$ cat config.mk
export PLATFORM = sky130hd
export DESIGN_NAME = mem_ctrl_flat
export DESIGN_NICKNAME = d
export VERILOG_FILES = /design/src/rtl/mem_ctrl_if.sv /design/src/rtl/mem_ctrl.sv /design/src/flat_wrapper.sv
export SDC_FILE = /design/constraint.sdc
export NUM_CORES = 1
export LEC_CHECK = 0
export CAP_MARGIN = 20
export CORE_ASPECT_RATIO = 1.2
export CORE_MARGIN = 5
export CORE_UTILIZATION = 45
export CTS_CLUSTER_SIZE = 12
export DETAILED_ROUTE_END_ITERATION = 7
export GPL_TIMING_DRIVEN = 0
export PLACE_DENSITY_LB_ADDON = 0.12
export SLEW_MARGIN = 20
export SYNTH_ARGS = -nofsm -noshare
export SYNTH_HDL_FRONTEND = slang
export SYNTH_SLANG_ARGS = --single-unit
export TNS_END_PERCENT = 20
$ cat constraint.sdc
create_clock -name clk -period 3.9 [get_ports clk]
set_input_delay 0.39 -clock clk [delete_from_list [all_inputs] [get_ports clk]]
set_output_delay 0.39 -clock clk [all_outputs]
set_load 0.005 [all_outputs]
$ cat src/rtl/mem_ctrl_if.sv
// CPU-side request/ack buses plus the byte-wide RAM/IO port of the memory controller.
// The controller takes the slave modport; the pipeline/RAM environment takes master.
interface mem_ctrl_if;
    logic        rdy;
    logic        flush;
    logic        if_req;
    logic [31:0] if_addr;
    logic        if_ack;
    logic [31:0] if_inst;
    logic        ls_req;
    logic        ls_we;
    logic [31:0] ls_addr;
    logic [2:0]  ls_len;
    logic        ls_signed;
    logic [31:0] ls_wdata;
    logic        ls_ack;
    logic [31:0] ls_rdata;
    logic [31:0] mem_a;
    logic [7:0]  mem_dout;
    logic        mem_wr;
    logic [7:0]  mem_din;
    logic        io_buffer_full;

    modport master (
        output rdy, flush, if_req, if_addr, ls_req, ls_we, ls_addr, ls_len,
               ls_signed, ls_wdata, mem_din, io_buffer_full,
        input  if_ack, if_inst, ls_ack, ls_rdata, mem_a, mem_dout, mem_wr
    );

    modport slave (
        input  rdy, flush, if_req, if_addr, ls_req, ls_we, ls_addr, ls_len,
               ls_signed, ls_wdata, mem_din, io_buffer_full,
        output if_ack, if_inst, ls_ack, ls_rdata, mem_a, mem_dout, mem_wr
    );
endinterface

$ cat src/rtl/mem_ctrl.sv
// Arbitrates fetch vs load/store onto a single byte-wide RAM/IO port, splitting
// each request into byte accesses and reassembling little-endian read data.
module mem_ctrl #(
    parameter logic [1:0] IO_SEL = 2'b11
) (
    input logic       clk,
    input logic       rst,
    mem_ctrl_if.slave bus
);
    typedef enum logic [1:0] {S_IDLE, S_FETCH, S_LOAD, S_STORE} state_t;

    state_t      r_state, w_state;
    logic [2:0]  r_cnt, w_cnt, r_acnt, w_acnt, r_len, w_len;
    logic        r_dvld, w_dvld, r_signed, w_signed;
    logic [31:0] r_base, w_base, r_wdata, w_wdata, r_data, w_data;
    logic [31:0] r_mem_a, w_mem_a;
    logic [7:0]  r_dout, w_dout;
    logic        r_wr, w_wr, r_if_ack, w_if_ack, r_ls_ack, w_ls_ack;
    logic [31:0] r_if_inst, w_if_inst, r_ls_rdata, w_ls_rdata;
    logic [31:0] w_word, w_ext;
    logic [2:0]  w_len_req, w_idx;
    logic        w_io_stall;

    always_comb begin
        case (bus.ls_len)
            3'd1:    w_len_req = 3'd1;
            3'd2:    w_len_req = 3'd2;
            default: w_len_req = 3'd4;
        endcase
    end

    // mem_din carries the byte for index r_cnt once r_dvld is set
    always_comb begin
        w_word = r_data;
        w_word[{r_cnt[1:0], 3'b000} +: 8] = bus.mem_din;
        case (r_len)
            3'd1:    w_ext = r_signed ? {{24{w_word[7]}}, w_word[7:0]} : {24'b0, w_word[7:0]};
            3'd2:    w_ext = r_signed ? {{16{w_word[15]}}, w_word[15:0]} : {16'b0, w_word[15:0]};
            default: w_ext = w_word;
        endcase
    end

    assign w_io_stall = (r_base[17:16] == IO_SEL) && bus.io_buffer_full;

    always_comb begin
        w_state    = r_state;
        w_cnt      = r_cnt;
        w_acnt     = r_acnt;
        w_len      = r_len;
        w_dvld     = r_dvld;
        w_signed   = r_signed;
        w_base     = r_base;
        w_wdata    = r_wdata;
        w_data     = r_data;
        w_mem_a    = r_mem_a;
        w_dout     = r_dout;
        w_wr       = r_wr;
        w_if_ack   = 1'b0;
        w_ls_ack   = 1'b0;
        w_if_inst  = r_if_inst;
        w_ls_rdata = r_ls_rdata;
        w_idx      = r_cnt;
        case (r_state)
            S_IDLE: begin
                if (!r_if_ack && !r_ls_ack) begin
                    if (bus.ls_req) begin
                        w_base   = bus.ls_addr;
                        w_len    = w_len_req;
                        w_signed = bus.ls_signed;
                        w_wdata  = bus.ls_wdata;
                        w_cnt    = '0;
                        w_acnt   = 3'd1;
                        w_dvld   = 1'b0;
                        w_mem_a  = bus.ls_addr;
                        if (bus.ls_we) begin
                            w_state = S_STORE;
                            w_dout  = bus.ls_wdata[7:0];
                            w_wr    = !((bus.ls_addr[17:16] == IO_SEL) && bus.io_buffer_full);
                        end else begin
                            w_state = S_LOAD;
                        end
                    end else if (bus.if_req && !bus.flush) begin
                        w_state  = S_FETCH;
                        w_base   = bus.if_addr;
                        w_len    = 3'd4;
                        w_signed = 1'b0;
                        w_cnt    = '0;
                        w_acnt   = 3'd1;
                        w_dvld   = 1'b0;
                        w_mem_a  = bus.if_addr;
                    end
                end
            end
            S_FETCH, S_LOAD: begin
                if (r_state == S_FETCH && bus.flush) begin
                    w_state = S_IDLE;
                end else begin
                    if (r_acnt < r_len) begin
                        w_mem_a = r_mem_a + 32'd1;
                        w_acnt  = r_acnt + 3'd1;
                    end
                    w_dvld = 1'b1;
                    if (r_dvld) begin
                        w_data = w_word;
                        if (r_cnt == r_len - 3'd1) begin
                            w_state = S_IDLE;
                            if (r_state == S_FETCH) begin
                                w_if_ack  = 1'b1;
                                w_if_inst = w_word;
                            end else begin
                                w_ls_ack   = 1'b1;
                                w_ls_rdata = w_ext;
                            end
                        end else begin
                            w_cnt = r_cnt + 3'd1;
                        end
                    end
                end
            end
            S_STORE: begin
                if (r_wr && r_cnt == r_len - 3'd1) begin
                    w_wr     = 1'b0;
                    w_ls_ack = 1'b1;
                    w_state  = S_IDLE;
                end else begin
                    // r_wr low means byte r_cnt was stalled and is still owed
                    w_idx   = r_wr ? r_cnt + 3'd1 : r_cnt;
                    w_cnt   = w_idx;
                    w_mem_a = r_base + {29'b0, w_idx};
                    w_dout  = r_wdata[{w_idx[1:0], 3'b000} +: 8];
                    w_wr    = !w_io_stall;
                end
            end
            default: w_state = S_IDLE;
        endcase
    end

    always_ff @(posedge clk) begin
        if (rst) begin
            r_state    <= S_IDLE;
            r_cnt      <= '0;
            r_acnt     <= '0;
            r_len      <= '0;
            r_dvld     <= 1'b0;
            r_signed   <= 1'b0;
            r_base     <= '0;
            r_wdata    <= '0;
            r_data     <= '0;
            r_mem_a    <= '0;
            r_dout     <= '0;
            r_wr       <= 1'b0;
            r_if_ack   <= 1'b0;
            r_ls_ack   <= 1'b0;
            r_if_inst  <= '0;
            r_ls_rdata <= '0;
        end else if (bus.rdy) begin
            r_state    <= w_state;
            r_cnt      <= w_cnt;
            r_acnt     <= w_acnt;
            r_len      <= w_len;
            r_dvld     <= w_dvld;
            r_signed   <= w_signed;
            r_base     <= w_base;
            r_wdata    <= w_wdata;
            r_data     <= w_data;
            r_mem_a    <= w_mem_a;
            r_dout     <= w_dout;
            r_wr       <= w_wr;
            r_if_ack   <= w_if_ack;
            r_ls_ack   <= w_ls_ack;
            r_if_inst  <= w_if_inst;
            r_ls_rdata <= w_ls_rdata;
        end
    end

    assign bus.if_ack   = r_if_ack;
    assign bus.if_inst  = r_if_inst;
    assign bus.ls_ack   = r_ls_ack;
    assign bus.ls_rdata = r_ls_rdata;
    assign bus.mem_a    = r_mem_a;
    assign bus.mem_dout = r_dout;
    assign bus.mem_wr   = r_wr & bus.rdy;
endmodule
$ cat src/flat_wrapper.sv
// flat-port wrapper written by rule: the top's interface ports become plain ports
module mem_ctrl_flat 
#(
    parameter logic [1:0] IO_SEL = 2'b11
)
  (clk, rst, bus_rdy, bus_flush, bus_if_req, bus_if_addr, bus_ls_req, bus_ls_we, bus_ls_addr, bus_ls_len, bus_ls_signed, bus_ls_wdata, bus_mem_din, bus_io_buffer_full, bus_if_ack, bus_if_inst, bus_ls_ack, bus_ls_rdata, bus_mem_a, bus_mem_dout, bus_mem_wr);
  mem_ctrl_if bus_i ();
  input logic clk;
  input logic rst;
  input wire logic [$bits(bus_i.rdy)-1:0] bus_rdy;
  input wire logic [$bits(bus_i.flush)-1:0] bus_flush;
  input wire logic [$bits(bus_i.if_req)-1:0] bus_if_req;
  input wire logic [$bits(bus_i.if_addr)-1:0] bus_if_addr;
  input wire logic [$bits(bus_i.ls_req)-1:0] bus_ls_req;
  input wire logic [$bits(bus_i.ls_we)-1:0] bus_ls_we;
  input wire logic [$bits(bus_i.ls_addr)-1:0] bus_ls_addr;
  input wire logic [$bits(bus_i.ls_len)-1:0] bus_ls_len;
  input wire logic [$bits(bus_i.ls_signed)-1:0] bus_ls_signed;
  input wire logic [$bits(bus_i.ls_wdata)-1:0] bus_ls_wdata;
  input wire logic [$bits(bus_i.mem_din)-1:0] bus_mem_din;
  input wire logic [$bits(bus_i.io_buffer_full)-1:0] bus_io_buffer_full;
  output wire logic [$bits(bus_i.if_ack)-1:0] bus_if_ack;
  output wire logic [$bits(bus_i.if_inst)-1:0] bus_if_inst;
  output wire logic [$bits(bus_i.ls_ack)-1:0] bus_ls_ack;
  output wire logic [$bits(bus_i.ls_rdata)-1:0] bus_ls_rdata;
  output wire logic [$bits(bus_i.mem_a)-1:0] bus_mem_a;
  output wire logic [$bits(bus_i.mem_dout)-1:0] bus_mem_dout;
  output wire logic [$bits(bus_i.mem_wr)-1:0] bus_mem_wr;
  assign bus_i.rdy = bus_rdy;
  assign bus_i.flush = bus_flush;
  assign bus_i.if_req = bus_if_req;
  assign bus_i.if_addr = bus_if_addr;
  assign bus_i.ls_req = bus_ls_req;
  assign bus_i.ls_we = bus_ls_we;
  assign bus_i.ls_addr = bus_ls_addr;
  assign bus_i.ls_len = bus_ls_len;
  assign bus_i.ls_signed = bus_ls_signed;
  assign bus_i.ls_wdata = bus_ls_wdata;
  assign bus_i.mem_din = bus_mem_din;
  assign bus_i.io_buffer_full = bus_io_buffer_full;
  assign bus_if_ack = bus_i.if_ack;
  assign bus_if_inst = bus_i.if_inst;
  assign bus_ls_ack = bus_i.ls_ack;
  assign bus_ls_rdata = bus_i.ls_rdata;
  assign bus_mem_a = bus_i.mem_a;
  assign bus_mem_dout = bus_i.mem_dout;
  assign bus_mem_wr = bus_i.mem_wr;
  mem_ctrl #(.IO_SEL(IO_SEL)) u_core (.clk(clk), .rst(rst), .bus(bus_i));
endmodule
### After elaboration in Yosys (flattened, before gate mapping)

Cells that the tools add are included.

* output and inout bits: 107
* register bits: 216
* word-level logic and storage cells: 144

* reduce and logical (&&, ||, !) cells: 28
* multiplexer cells: 65
* bitwise operators: 3
* shift-type cells: 3
* magnitude comparators: 1
* equal/unequal tests: 22
* $add $sub $neg: 6

Operators by type and width (count)
* 32-bit 2-to-1 mux: 8
* 32-bit one-hot mux with 3 select lines: 1
* 32-bit one-hot mux with 2 select lines: 1
* 3-bit 2-to-1 mux: 15
* 6-bit AND reduction: 6
* 32-bit by 1-bit adder with 32-bit output (second input constant): 1
* 32-bit by 3-bit adder with 32-bit output: 1
* 32-bit bitwise mux: 1
* 8-bit 2-to-1 mux: 4
* 8-bit by 7-bit variable shift with 32-bit output (first input constant): 1
* 32-bit by 6-bit variable part select with 8-bit output: 1
* 8-bit by 7-bit variable part select with 32-bit output: 1
* 1-bit 2-to-1 mux: 20
* 8-bit one-hot mux with 2 select lines: 1
* 2-bit 2-to-1 mux: 7
* 3-bit one-hot mux with 2 select lines: 2
* 4-bit AND reduction: 3
* 2-bit != test (second input constant): 5
* 5-bit AND reduction: 2
* 3-bit one-hot mux with 3 select lines: 1
* 2-bit equality test (second input constant): 4
* 2-bit by 1-bit != test with 1-bit output (second input constant): 4
* 5-bit negator with 7-bit output: 1
* 7-bit AND reduction: 1
* other kinds (18): 36

### Longest topological paths before layout

* depth after elaboration: 7
* depth in mapped cells: 13
* depth with buffers taken out: 11

### Least setup slack after synthesis

OpenSTA, ideal clock, no wires.

* path type: reg-to-reg
* start point: register u_core.r_cnt[0]
* end point: register u_core.r_mem_a[27] (netlist: u_core.bus.mem_a[27])
* path buffers: 2
* clock period less this slack: 3.544 ns
* arrival time: 3.426 ns
* setup slack: 0.356 ns
* setup time: 0.117 ns
* data required time: 3.783 ns
* stages on the path, launching flop included: 14
* path through: dfxtp_1 buf_2 inv_1 ha_1 mux2i_1 inv_1 ha_1 nand3_1 nand2_1 clkbuf_1 nand4_1 xnor2_1 a221o_1 a32o_1

* word-level cells in the longest chain between the ends: 5
* elaborated cells between the ends (all ways): 9
* those cells by class: 2 x add/sub; 2 x eq/ne; 3 x mux; 2 x reduce/logical

RTL lines
* start: declaration: line mem_ctrl.sv:13 `logic [2:0] r_cnt, w_cnt, r_acnt, w_acnt, r_len, w_len;`
* start signal: assignment: line mem_ctrl.sv:158 `r_cnt <= w_cnt;`
* 3-bit by 1-bit adder with 3-bit output: line mem_ctrl.sv:127 `w_idx = r_wr ? r_cnt + 3'd1 : r_cnt;`
* 3-bit 2-to-1 mux: line mem_ctrl.sv:127
* 32-bit by 3-bit adder with 32-bit output: line mem_ctrl.sv:129 `w_mem_a = r_base + {29'b0, w_idx};`
* 32-bit 2-to-1 mux: line mem_ctrl.sv:121 `if (r_wr && r_cnt == r_len - 3'd1) begin`
* 32-bit one-hot mux with 3 select lines: line mem_ctrl.sv:63 `case (r_state)`
* end signal: assignment: line mem_ctrl.sv:166 `r_mem_a <= w_mem_a;`
* end: declaration: line mem_ctrl.sv:16 `logic [31:0] r_mem_a, w_mem_a;`

Parallel ways exist; a longest one is shown, timed or not. The select of a mux whose other input is x is not followed.
A chain may end at the register's enable or synchronous reset.

### Worst setup path after layout

Same ends and word-level chain as after synthesis.

==> flow_metrics.tcl <==
set metrics [dict create \
    number_of_top_level_design_ports 223 \
    cts_clock_pin_slew_for_the_worst_setup_and_hold_paths_ns 0.06 \
    wire_length_of_the_first_global_routing_pass_mm 56.19 \
    min_setup_slack_post_route_ns 0.1766 \
    coreArea_um2 23970 \
    route.vias.total 10690 \
    dp.final_hpwl_mm 27.00 \
    clock_insertion_delay_worst_skew_ns 0.52 \
    crit_arrival_ns 4.14 \
    synthesis.yosys.warnings 0 \
    mostFrequentLayoutCell "sky130_fd_sc_hd__clkdlybuf4s50_1" \
    num-nets-final 1671 \
    postSynthRegisterBits 216 \
    synth_cell_type_count 64 \
    postRouteAntennaNets 0 \
    die_x_um 152.3 \
    end_kind "flip-flop" \
    placement_rows 62 \
    fmax_mhz 268.6 \
    cts_buffers 24 \
    place_worst_setup_slack_ns -0.6057 \
    tightest_slew_ns 1.130 \
    first_iter_violations 713 \
    diodes 0 \
    crit_path_max_fanout 10 \
    critPathKind "flip-flop to flip-flop" \
    setup_total_negative_slack_ns 0 \
    global_route.usage.total 0.2471 \
    first_global_vias 10280 \
    number_of_iterations_in_the_first_detailed_routing_pass 6 \
    final.period_utilization 0.9547 \
    tritoncts_clock_tree "built" \
    die_area_um2 27550 \
    remaining_drc_errors 0 \
    portBuffers 221 \
    async_flop_share 0 \
    dominantRegCellSynth "sky130_fd_sc_hd__dfxtp_1" \
    finalHoldViolations 0 \
    cap_violations 0 \
    finalMaxSlewViolations 0 \
    drt-wirelength-per-cell_um 19.48 \
    final.min_clock_period_ns 3.723 \
    post_synthesis_net_count 1422 \
    vdd_drop_max_mv 0.3080 \
    relSlewSlack 0.2398 \
    outcome "completed" \
    drive_gt1_frac 0.04525 \
    ctsRootBufferMaster "sky130_fd_sc_hd__clkbuf_16" \
    post_synth_edffs 0 \
    area_delta_synth_final_pct 31.73 \
    hp-class "input port to flip-flop" \
    place_area_um2 13570 \
    p_leak_nw 4.955 \
    p_total_mw 6.657 \
    gp_congestion 0.9665 \
    finalInstanceArea_um2 14410 \
    synthesized_cell_area_um2 10940 \
    grt_antenna_before_repair 0 \
    pwr_density_cell_nw_per_um2 461.9 \
    max-clock-path-buffers 3 \
    cts_max_level 1 \
    setup_viol 0 \
    whs_ns 0.4148 \
    critPathRequiredTime_ns 4.31 \
    wirelength_mm 36.36 \
    grt_start_max_net_pins 13 \
    die_h_um 180.8 \
    synth_cells 1285 \
    rsz0062_at_grt "false" \
    numClockSinks 216 \
    synth_seq_area_share 0.3952 \
    fin_worst_skew_ns 0.01805 \
    timing.critical_path.from_type "flip-flop" \
    global_route.overflow_total 0 \
    most-common-layout-cells "221 x sky130_fd_sc_hd__clkdlybuf4s50_1, 216 x sky130_fd_sc_hd__dfxtp_1, 160 x sky130_fd_sc_hd__nor2_1, 139 x sky130_fd_sc_hd__nand2_1, 117 x sky130_fd_sc_hd__a211oi_1" \
    per_cell_via_count_in_the_routed_design 5.728 \
    start_util 0.4565 \
    num-fill-cells 2144 \
    synthesis.area_per_instance_um2 8.515 \
]
-- critical path: stages, from the launching register on --
cell,delay [ns]
sky130_fd_sc_hd__dfxtp_1,0.41
sky130_fd_sc_hd__buf_2,0.28
sky130_fd_sc_hd__inv_1,0.14
sky130_fd_sc_hd__ha_1,0.44
sky130_fd_sc_hd__mux2i_4,0.19
sky130_fd_sc_hd__inv_1,0.11
sky130_fd_sc_hd__ha_1,0.28
sky130_fd_sc_hd__nand3_1,0.12
sky130_fd_sc_hd__nand2_1,0.28
sky130_fd_sc_hd__clkbuf_2,0.38
sky130_fd_sc_hd__nand4_1,0.16
sky130_fd_sc_hd__xnor2_1,0.18
sky130_fd_sc_hd__a221o_1,0.36
sky130_fd_sc_hd__a32o_1,0.25
-- registers in the layout (all words and copies together), names as in the netlist, 2 cells and up --
| register | flops |
|---|---|
| u_core.r_base | 32 |
| u_core.r_len | 3 |
| u_core.bus.if_inst | 32 |
| u_core.r_acnt | 3 |
| u_core.r_cnt | 3 |
| u_core.r_state | 2 |
| u_core.r_wdata | 32 |
| u_core.bus.mem_a | 32 |
| u_core.bus.ls_rdata | 32 |
| u_core.r_data | 32 |
| u_core.bus.mem_dout | 8 |
-- power by group --
group	switching, mW	leakage, nW	internal [mW]
sequential	0.230	1.76	2.40
combinational	0.936	2.81	0.721
clock	0.908	0.393	1.46
total	2.07	4.96	4.58
-- synthesized netlist by cell type, types with 19 or more instances --
cell type	count	area share
sky130_fd_sc_hd__a211oi_1	117	0.080
sky130_fd_sc_hd__a21oi_1	93	0.043
sky130_fd_sc_hd__a221o_1	20	0.018
sky130_fd_sc_hd__a311oi_1	23	0.018
sky130_fd_sc_hd__a32o_1	22	0.020
sky130_fd_sc_hd__clkbuf_1	86	0.030
sky130_fd_sc_hd__dfxtp_1	216	0.40
sky130_fd_sc_hd__ha_1	20	0.023
sky130_fd_sc_hd__inv_1	19	0.0065
sky130_fd_sc_hd__mux2i_1	42	0.038
sky130_fd_sc_hd__nand2_1	139	0.048
sky130_fd_sc_hd__nand2b_1	32	0.018
sky130_fd_sc_hd__nand3_1	23	0.011
sky130_fd_sc_hd__nand4_1	23	0.013
sky130_fd_sc_hd__nor2_1	160	0.055
sky130_fd_sc_hd__nor2b_1	35	0.020
sky130_fd_sc_hd__xnor2_1	40	0.032
sky130_fd_sc_hd__xor2_1	21	0.017
-- through the flow --
| stage | util | instances |
|---|---|---|
| after floorplan | - | 1285 |
| after global placement | 0.5655 | 1826 |
| after detailed placement | 0.5661 | 1827 |
| after CTS | 0.6006 | 1867 |
| after global routing | 0.6013 | 1867 |
| final | 0.6013 | 1867 |
-- final timing paths --
check / from / to / slack (ns) / cells past startpoint
min reg2reg: u_core.r_wdata[30]$_SDFFE_PP0P_ / u_core.r_wdata[30]$_SDFFE_PP0P_ / 0.45 / 2
min: bus_ls_wdata[27] / u_core.r_wdata[27]$_SDFFE_PP0P_ / 0.41 / 3
max reg2reg: u_core.r_cnt[0]$_SDFFE_PP0P_ / u_core.bus.mem_a[27]$_SDFFE_PP0P_ / 0.18 / 13
max: u_core.r_cnt[0]$_SDFFE_PP0P_ / u_core.bus.mem_a[27]$_SDFFE_PP0P_ / 0.18 / 13
-- what timing repair did --
item	4_1_cts	5_1_grt
setup endpoints to repair	20	5
hold buffers	0	0
resized for setup	2	2
buffers inserted	1	0
hold endpoints to repair	0	0
gates cloned	0	0
-- layer usage --
metal,up-vias,track usage,wire [um]
li1,5146,-,-
met1,5050,0.3057,15000
met5,-,0,0
met4,0,0.07842,1072
met3,76,0.04762,2591
met2,422,0.4338,17700
-- kinds of logic after synthesis --
family / Yosys count / share of synthesized area
simple gates: 484 / 0.2126
flops: 216 / 0.3952
fa+ha+maj: 21 / 0.02470
xor+xnor: 62 / 0.05100
mux: 50 / 0.05489
buf+inv: 124 / 0.04471
compound gates: 328 / 0.2169
-- area by class of cell --
class,instances,area [um^2],share of cell area
Tap cell,320,400.4,0.02778
Inverter,19,71.32,0.004948
Clock inverter,7,137.6,0.009549
Clock buffer,32,671.9,0.04661
Buffer,105,419.2,0.02908
Multi-Input combinational cell,945,6165,0.4277
Sequential cell,216,4324,0.3000
Timing Repair Buffer,223,2225,0.1543
Note: power is estimated with default switching activity, not from simulation.
